### config.mk
export PLATFORM = sky130hd
export DESIGN_NAME = instruction_fetch
export DESIGN_NICKNAME = d
export VERILOG_FILES = /design/src/rtl/cpu_pkg.sv /design/src/rtl/fetch_out_reg.sv /design/src/rtl/instruction_fetch.sv
export SDC_FILE = /design/constraint.sdc
export NUM_CORES = 1
export LEC_CHECK = 0
export CORE_MARGIN = 10
export CORE_UTILIZATION = 50
export DETAILED_ROUTE_END_ITERATION = 10
export GPL_ROUTABILITY_DRIVEN = 0
export GPL_TIMING_DRIVEN = 0
export PLACE_DENSITY = 0.81
export RECOVER_POWER = 100
export SYNTH_ARGS = -nofsm -noshare
export SYNTH_HDL_FRONTEND = slang
export SYNTH_SLANG_ARGS = --single-unit
### constraint.sdc
create_clock -name clk -period 2.95 [get_ports clk]
set_input_delay 0.4425 -clock clk [delete_from_list [all_inputs] [get_ports clk]]
set_output_delay 0.4425 -clock clk [all_outputs]
set_load 0.1 [all_outputs]
### src/rtl/cpu_pkg.sv
// cpu_pkg: types and constants shared by fetch and decode.
package cpu_pkg;

    localparam int ADDR_W  = 16;
    localparam int INSTR_W = 16;

    typedef enum logic [1:0] {IDLE, REQ, WAIT, HOLD} fetch_state_e;

    localparam logic [2:0] OP_ADD = 3'b000;
    localparam logic [2:0] OP_SUB = 3'b001;
    localparam logic [2:0] OP_AND = 3'b010;
    localparam logic [2:0] OP_OR  = 3'b011;
    localparam logic [2:0] OP_XOR = 3'b100;
    localparam logic [2:0] OP_BEQ = 3'b101;
    localparam logic [2:0] OP_SW  = 3'b110;
    localparam logic [2:0] OP_LW  = 3'b111;

endpackage

### src/rtl/fetch_out_reg.sv
// fetch_out_reg: instruction output register with valid/ready handshake toward decode.
// A squash clears the valid flag even when decode is taking the instruction that cycle.
module fetch_out_reg #(
    parameter int ADDR_W  = 16,
    parameter int INSTR_W = 16
) (
    input  logic               clk,
    input  logic               rst_n,
    input  logic               load_i,
    input  logic [INSTR_W-1:0] data_i,
    input  logic [ADDR_W-1:0]  pc_i,
    input  logic               ready_i,
    input  logic               squash_i,
    output logic               valid_o,
    output logic [INSTR_W-1:0] instr_o,
    output logic [ADDR_W-1:0]  pc_o
);

    logic               valid_q, valid_d;
    logic [INSTR_W-1:0] instr_q, instr_d;
    logic [ADDR_W-1:0]  pc_q, pc_d;

    always_comb begin
        valid_d = squash_i ? 1'b0 : load_i ? 1'b1 : (valid_q && ready_i) ? 1'b0 : valid_q;
        instr_d = load_i ? data_i : instr_q;
        pc_d    = load_i ? pc_i : pc_q;
    end

    always_ff @(posedge clk or negedge rst_n) begin
        if (!rst_n) begin
            valid_q <= 1'b0;
            instr_q <= '0;
            pc_q    <= '0;
        end else begin
            valid_q <= valid_d;
            instr_q <= instr_d;
            pc_q    <= pc_d;
        end
    end

    assign valid_o = valid_q;
    assign instr_o = instr_q;
    assign pc_o    = pc_q;

endmodule

### src/rtl/instruction_fetch.sv
// instruction_fetch: PC owner issuing one-at-a-time imem requests and presenting instructions to decode.
// Define INSTRUCTION_FETCH_PERF_EN to add saturating fetched/flushed performance counters.
module instruction_fetch import cpu_pkg::*; #(
    parameter int                ADDR_W   = cpu_pkg::ADDR_W,
    parameter int                INSTR_W  = cpu_pkg::INSTR_W,
    parameter logic [ADDR_W-1:0] RESET_PC = '0
) (
    input  logic               clk,
    input  logic               rst_n,
    output logic               imem_req_valid,
    input  logic               imem_req_ready,
    output logic [ADDR_W-1:0]  imem_req_addr,
    input  logic               imem_rsp_valid,
    input  logic [INSTR_W-1:0] imem_rsp_data,
    output logic               instr_valid,
    input  logic               instr_ready,
    output logic [INSTR_W-1:0] instr,
    output logic [ADDR_W-1:0]  instr_pc,
    input  logic               redirect_valid,
    input  logic [ADDR_W-1:0]  redirect_pc,
    input  logic               halt
`ifdef INSTRUCTION_FETCH_PERF_EN
    ,
    output logic [31:0]        perf_fetched,
    output logic [31:0]        perf_flushed
`endif
);

    fetch_state_e      state_q, state_d, resume;
    logic [ADDR_W-1:0] pc_q, pc_d, req_pc_q, req_pc_d;
    logic              flush_q, flush_d;
    logic              load, squash;

    assign resume = halt ? IDLE : REQ;

    always_comb begin
        state_d  = state_q;
        pc_d     = pc_q;
        req_pc_d = req_pc_q;
        flush_d  = flush_q;
        load     = 1'b0;
        squash   = 1'b0;
        case (state_q)
            IDLE: state_d = resume;
            REQ: begin
                if (imem_req_ready) begin
                    req_pc_d = pc_q;
                    pc_d     = pc_q + ADDR_W'(1);
                    flush_d  = redirect_valid;
                    state_d  = WAIT;
                end else if (halt) begin
                    state_d = IDLE;
                end
            end
            WAIT: begin
                // A response landing in the redirect cycle is wrong-path and dropped directly.
                if (imem_rsp_valid) begin
                    if (flush_q || redirect_valid) begin
                        flush_d = 1'b0;
                        state_d = resume;
                    end else begin
                        load    = 1'b1;
                        state_d = HOLD;
                    end
                end else if (redirect_valid) begin
                    flush_d = 1'b1;
                end
            end
            HOLD: begin
                if (redirect_valid) begin
                    squash  = 1'b1;
                    state_d = resume;
                end else if (instr_valid && instr_ready) begin
                    state_d = resume;
                end
            end
            default: state_d = IDLE;
        endcase
        if (redirect_valid) pc_d = redirect_pc;
    end

    always_ff @(posedge clk or negedge rst_n) begin
        if (!rst_n) begin
            state_q  <= IDLE;
            pc_q     <= RESET_PC;
            req_pc_q <= RESET_PC;
            flush_q  <= 1'b0;
        end else begin
            state_q  <= state_d;
            pc_q     <= pc_d;
            req_pc_q <= req_pc_d;
            flush_q  <= flush_d;
        end
    end

    assign imem_req_valid = state_q == REQ;
    assign imem_req_addr  = pc_q;

    fetch_out_reg #(
        .ADDR_W  (ADDR_W),
        .INSTR_W (INSTR_W)
    ) u_out (
        .clk      (clk),
        .rst_n    (rst_n),
        .load_i   (load),
        .data_i   (imem_rsp_data),
        .pc_i     (req_pc_q),
        .ready_i  (instr_ready),
        .squash_i (squash),
        .valid_o  (instr_valid),
        .instr_o  (instr),
        .pc_o     (instr_pc)
    );

`ifdef INSTRUCTION_FETCH_PERF_EN
    logic [31:0] fetched_q, fetched_d, flushed_q, flushed_d;
    logic        fire, dropped;

    assign fire    = instr_valid && instr_ready && !redirect_valid;
    assign dropped = squash || (state_q == WAIT && imem_rsp_valid && (flush_q || redirect_valid));

    always_comb begin
        fetched_d = (fire && ~&fetched_q) ? fetched_q + 32'd1 : fetched_q;
        flushed_d = (dropped && ~&flushed_q) ? flushed_q + 32'd1 : flushed_q;
    end

    always_ff @(posedge clk or negedge rst_n) begin
        if (!rst_n) begin
            fetched_q <= '0;
            flushed_q <= '0;
        end else begin
            fetched_q <= fetched_d;
            flushed_q <= flushed_d;
        end
    end

    assign perf_fetched = fetched_q;
    assign perf_flushed = flushed_q;
`endif

endmodule

==> run summary <==
status: complete, but fails checks
failing checks: max-capacitance violations, max-slew violations
initial DRC count: 81
GRT Total Usage: 16.3%
Avg WL per Cell: 17.2 um
leakage power: 0.00189 uW
most common cell after layout, fill and taps aside: dfrtp_1
DRC: 0
fin cells: 416
synthesized net count: 285
Max stage delay on crit path: 1.26 ns
top cell type's share of synthesized area: 58.4%
sequential share of the synthesized area: 58.4%
Final period util: 94.1%
Clock Skews: 0.00601 ns
type of origin of the critical path: flip-flop
area delta synth->final: 39.7%
post-synthesis cell type count: 28
layout cells sized above 1: 17.4%
P per Cell Area: 1080 nW/um^2
most area-hungry cell type in the Yosys netlist: dfrtp_1
die area: 9280 sq um
multi-input logic area: 1140 sq um
worst min-delay path class: flip-flop to flip-flop
First-pass DRT Iterations: 4
post_cts resized: 0
Yosys warning total: 0
Buffers on Ports: 88
r2r startpoint: state_q[0]
Initial Utilization: 52.3%
final number of setup-violating endpoints: 0
CTS root buffer: clkbuf_8
vias in the first global route: 2259
Post-Syn Area per Cell: 12.0 sq um
WP data arrival: 2.33 ns
flop2flop setup slack: 0.67 ns
number of placed instances, taps included: 402
CTS Buf Count: 9
antenna viol nets, final: 0
Reg2Reg Depth: 6
clk buf depth: 2
top cells by area, synth: dfrtp_1 (58%), mux2_2 (17%), nand2_1 (4.0%)
Worst Tran Pin Value: 1.64 ns
HPWL after DPL: 5.26 mm
largest net degree at the start of global routing: 69
post-layout net count: 384
fin util: 73.0%
Slew Limit Headroom: -9.07%
die height: 96.3 um
worst-path fanout max: 6
unrepaired setup endpoints after global routing: no
commonest cells after routing, fill and taps aside: dfrtp_1 (68), dlygate4sd3_1 (51), mux2_2 (43)
Worst Hold Slack: 0.473 ns
Fmax: 0.360 GHz
Avg Vias per Cell: 5.26
CTS tree: built
# diodes: 0
worst setup path end: imem_req_valid
Final Hold Fails: 0
Post-Syn Instances: 242
clock-pin slew on the worst setup and hold paths: 0.07 ns
Rows: 27
CP Launch Point: state_q[1]
Worst Path Required: 2.51 ns
initial antenna violation count: 0
Setup TNS: 0 ns
worst path cell trace: inv_1 -> ha_1 -> dlygate4sd3_1
via count: 2190
IR drop worst, VDD: 0.662 mV
I/O pins: 89
reg2reg end: u_out.pc_o[3]
Slew Viols, Final: 69
Slowest-stage cell, CP: dlygate4sd3_1
Synth Register Bits: 68
HP Start: req_pc_q[8]
Cell Area, Placed: 3880 sq um
Setup Fix Bufs, Post-CTS: 0
Final min period: 2.77 ns
Max Cap Viol: 1
GRT busiest layer: met2
FF/Latch Area: 1700 sq um
Die Width: 96.3 um
worst skew pair latency: 0.34 ns
WS Path Type: flip-flop to output port
first-pass GRT wire length: 11.6 mm
crit end category: output port
Sink Count: 68
M1 GR Usage: 19.3%
core box area: 5570 sq um
Routed WL: 7.17 mm
synthesized area: 2910 sq um
met2 usage: 25.6%
post-route design area: 4070 sq um
met3 usage: 7.78%
CTS Hold Bufs: 0
Fill cells: 405
grt total ovfl: 0
H-tree Lvls: 3
[metal layers]
layer  part of all wire [%]  wire length (um)
met1                     42              3010
met2                     45              3250
met3                     11               816
met4                    1.3                93
met5                      0                 0
[worst max-delay path, delay by kind of cell, from the launching register on]
kind / cells / cell delay (ns)
flops: 1 / 0.42
fa+ha+maj: 1 / 0.25
buf+inv: 2 / 1.33
[per-stage QoR]
step           power [uW]  worst slack, ns
3_3_place_gp         3700           -0.809
4_1_cts              4510            0.220
3_5_place_dp         3750            0.333
2_1_floorplan        3150            0.175
5_1_grt              4600           0.0925
6_report             4400            0.175
[cell families (layout without fill, tap and decap cells)]
kind of cell | count (synthesis) | count (layout) | synth area share (%)
adder cells (fa/ha/maj) | 4 | 4 | 1.72
AO/OA/AOI/OAI | 31 | 31 | 6.01
XOR/XNOR | 12 | 12 | 3.61
AND/OR/NAND/NOR | 61 | 61 | 10.0
buffers and inverters | 20 | 122 | 2.58
multiplexers | 46 | 46 | 17.7
flip-flops | 68 | 68 | 58.4
[cell usage after synthesis]
cell      number
o31ai_1        2
o211ai_1       1
buf_1          1
mux2i_1        2
xnor2_1       10
o22ai_1        2
o21ai_0       18
dfrtp_1       68
inv_1         11
xor2_1         2
nand4_1        3
nand2_1       31
nor2_1         6
o21ba_2        1
or4_1          2
nand2b_1       1
a21oi_1        3
nand4_2        1
a31oi_1        4
nor4_1         5
ha_1           4
or4_4          1
mux2_2        44
clkbuf_1       8
or3_1          1
nand3_1        6
and3_1         1
nor3_1         3
[how the worst min path moves through the flow]
stage	end	slack, ns	cells past startpoint
6_report	req_pc_q[8]	0.47	2
5_1_grt	req_pc_q[8]	0.51	2
4_1_cts	u_out.instr_o[12]	0.23	1
3_5_place_dp	req_pc_q[8]	0.46	2
3_3_place_gp	req_pc_q[8]	0.46	2
2_1_floorplan	flush_q	0.15	0
[layout make-up]
class,instances,area share (%)
Buffer,9,0.830
Clock buffer,12,3.81
Clock inverter,2,0.861
Inverter,11,1.01
Multi-Input combinational cell,154,27.9
Sequential cell,68,41.8
Tap cell,72,2.21
Timing Repair Buffer,88,21.5
[flip-flops by register name, summed over array words and instances, names as in the netlist]
name / count
flush_q: 1
state_q: 2
u_out.instr_o: 16
u_out.pc_o: 16
req_pc_q: 16
imem_req_addr: 16
u_out.valid_o: 1
[report_power, final]
part           internal [uW]  switching (uW)  leakage, uW
Clock                    426             330    0.0000983
Sequential              1230             168     0.000876
Combinational            550            1690     0.000915
No activity file was read; power rests on OpenSTA's default activity.
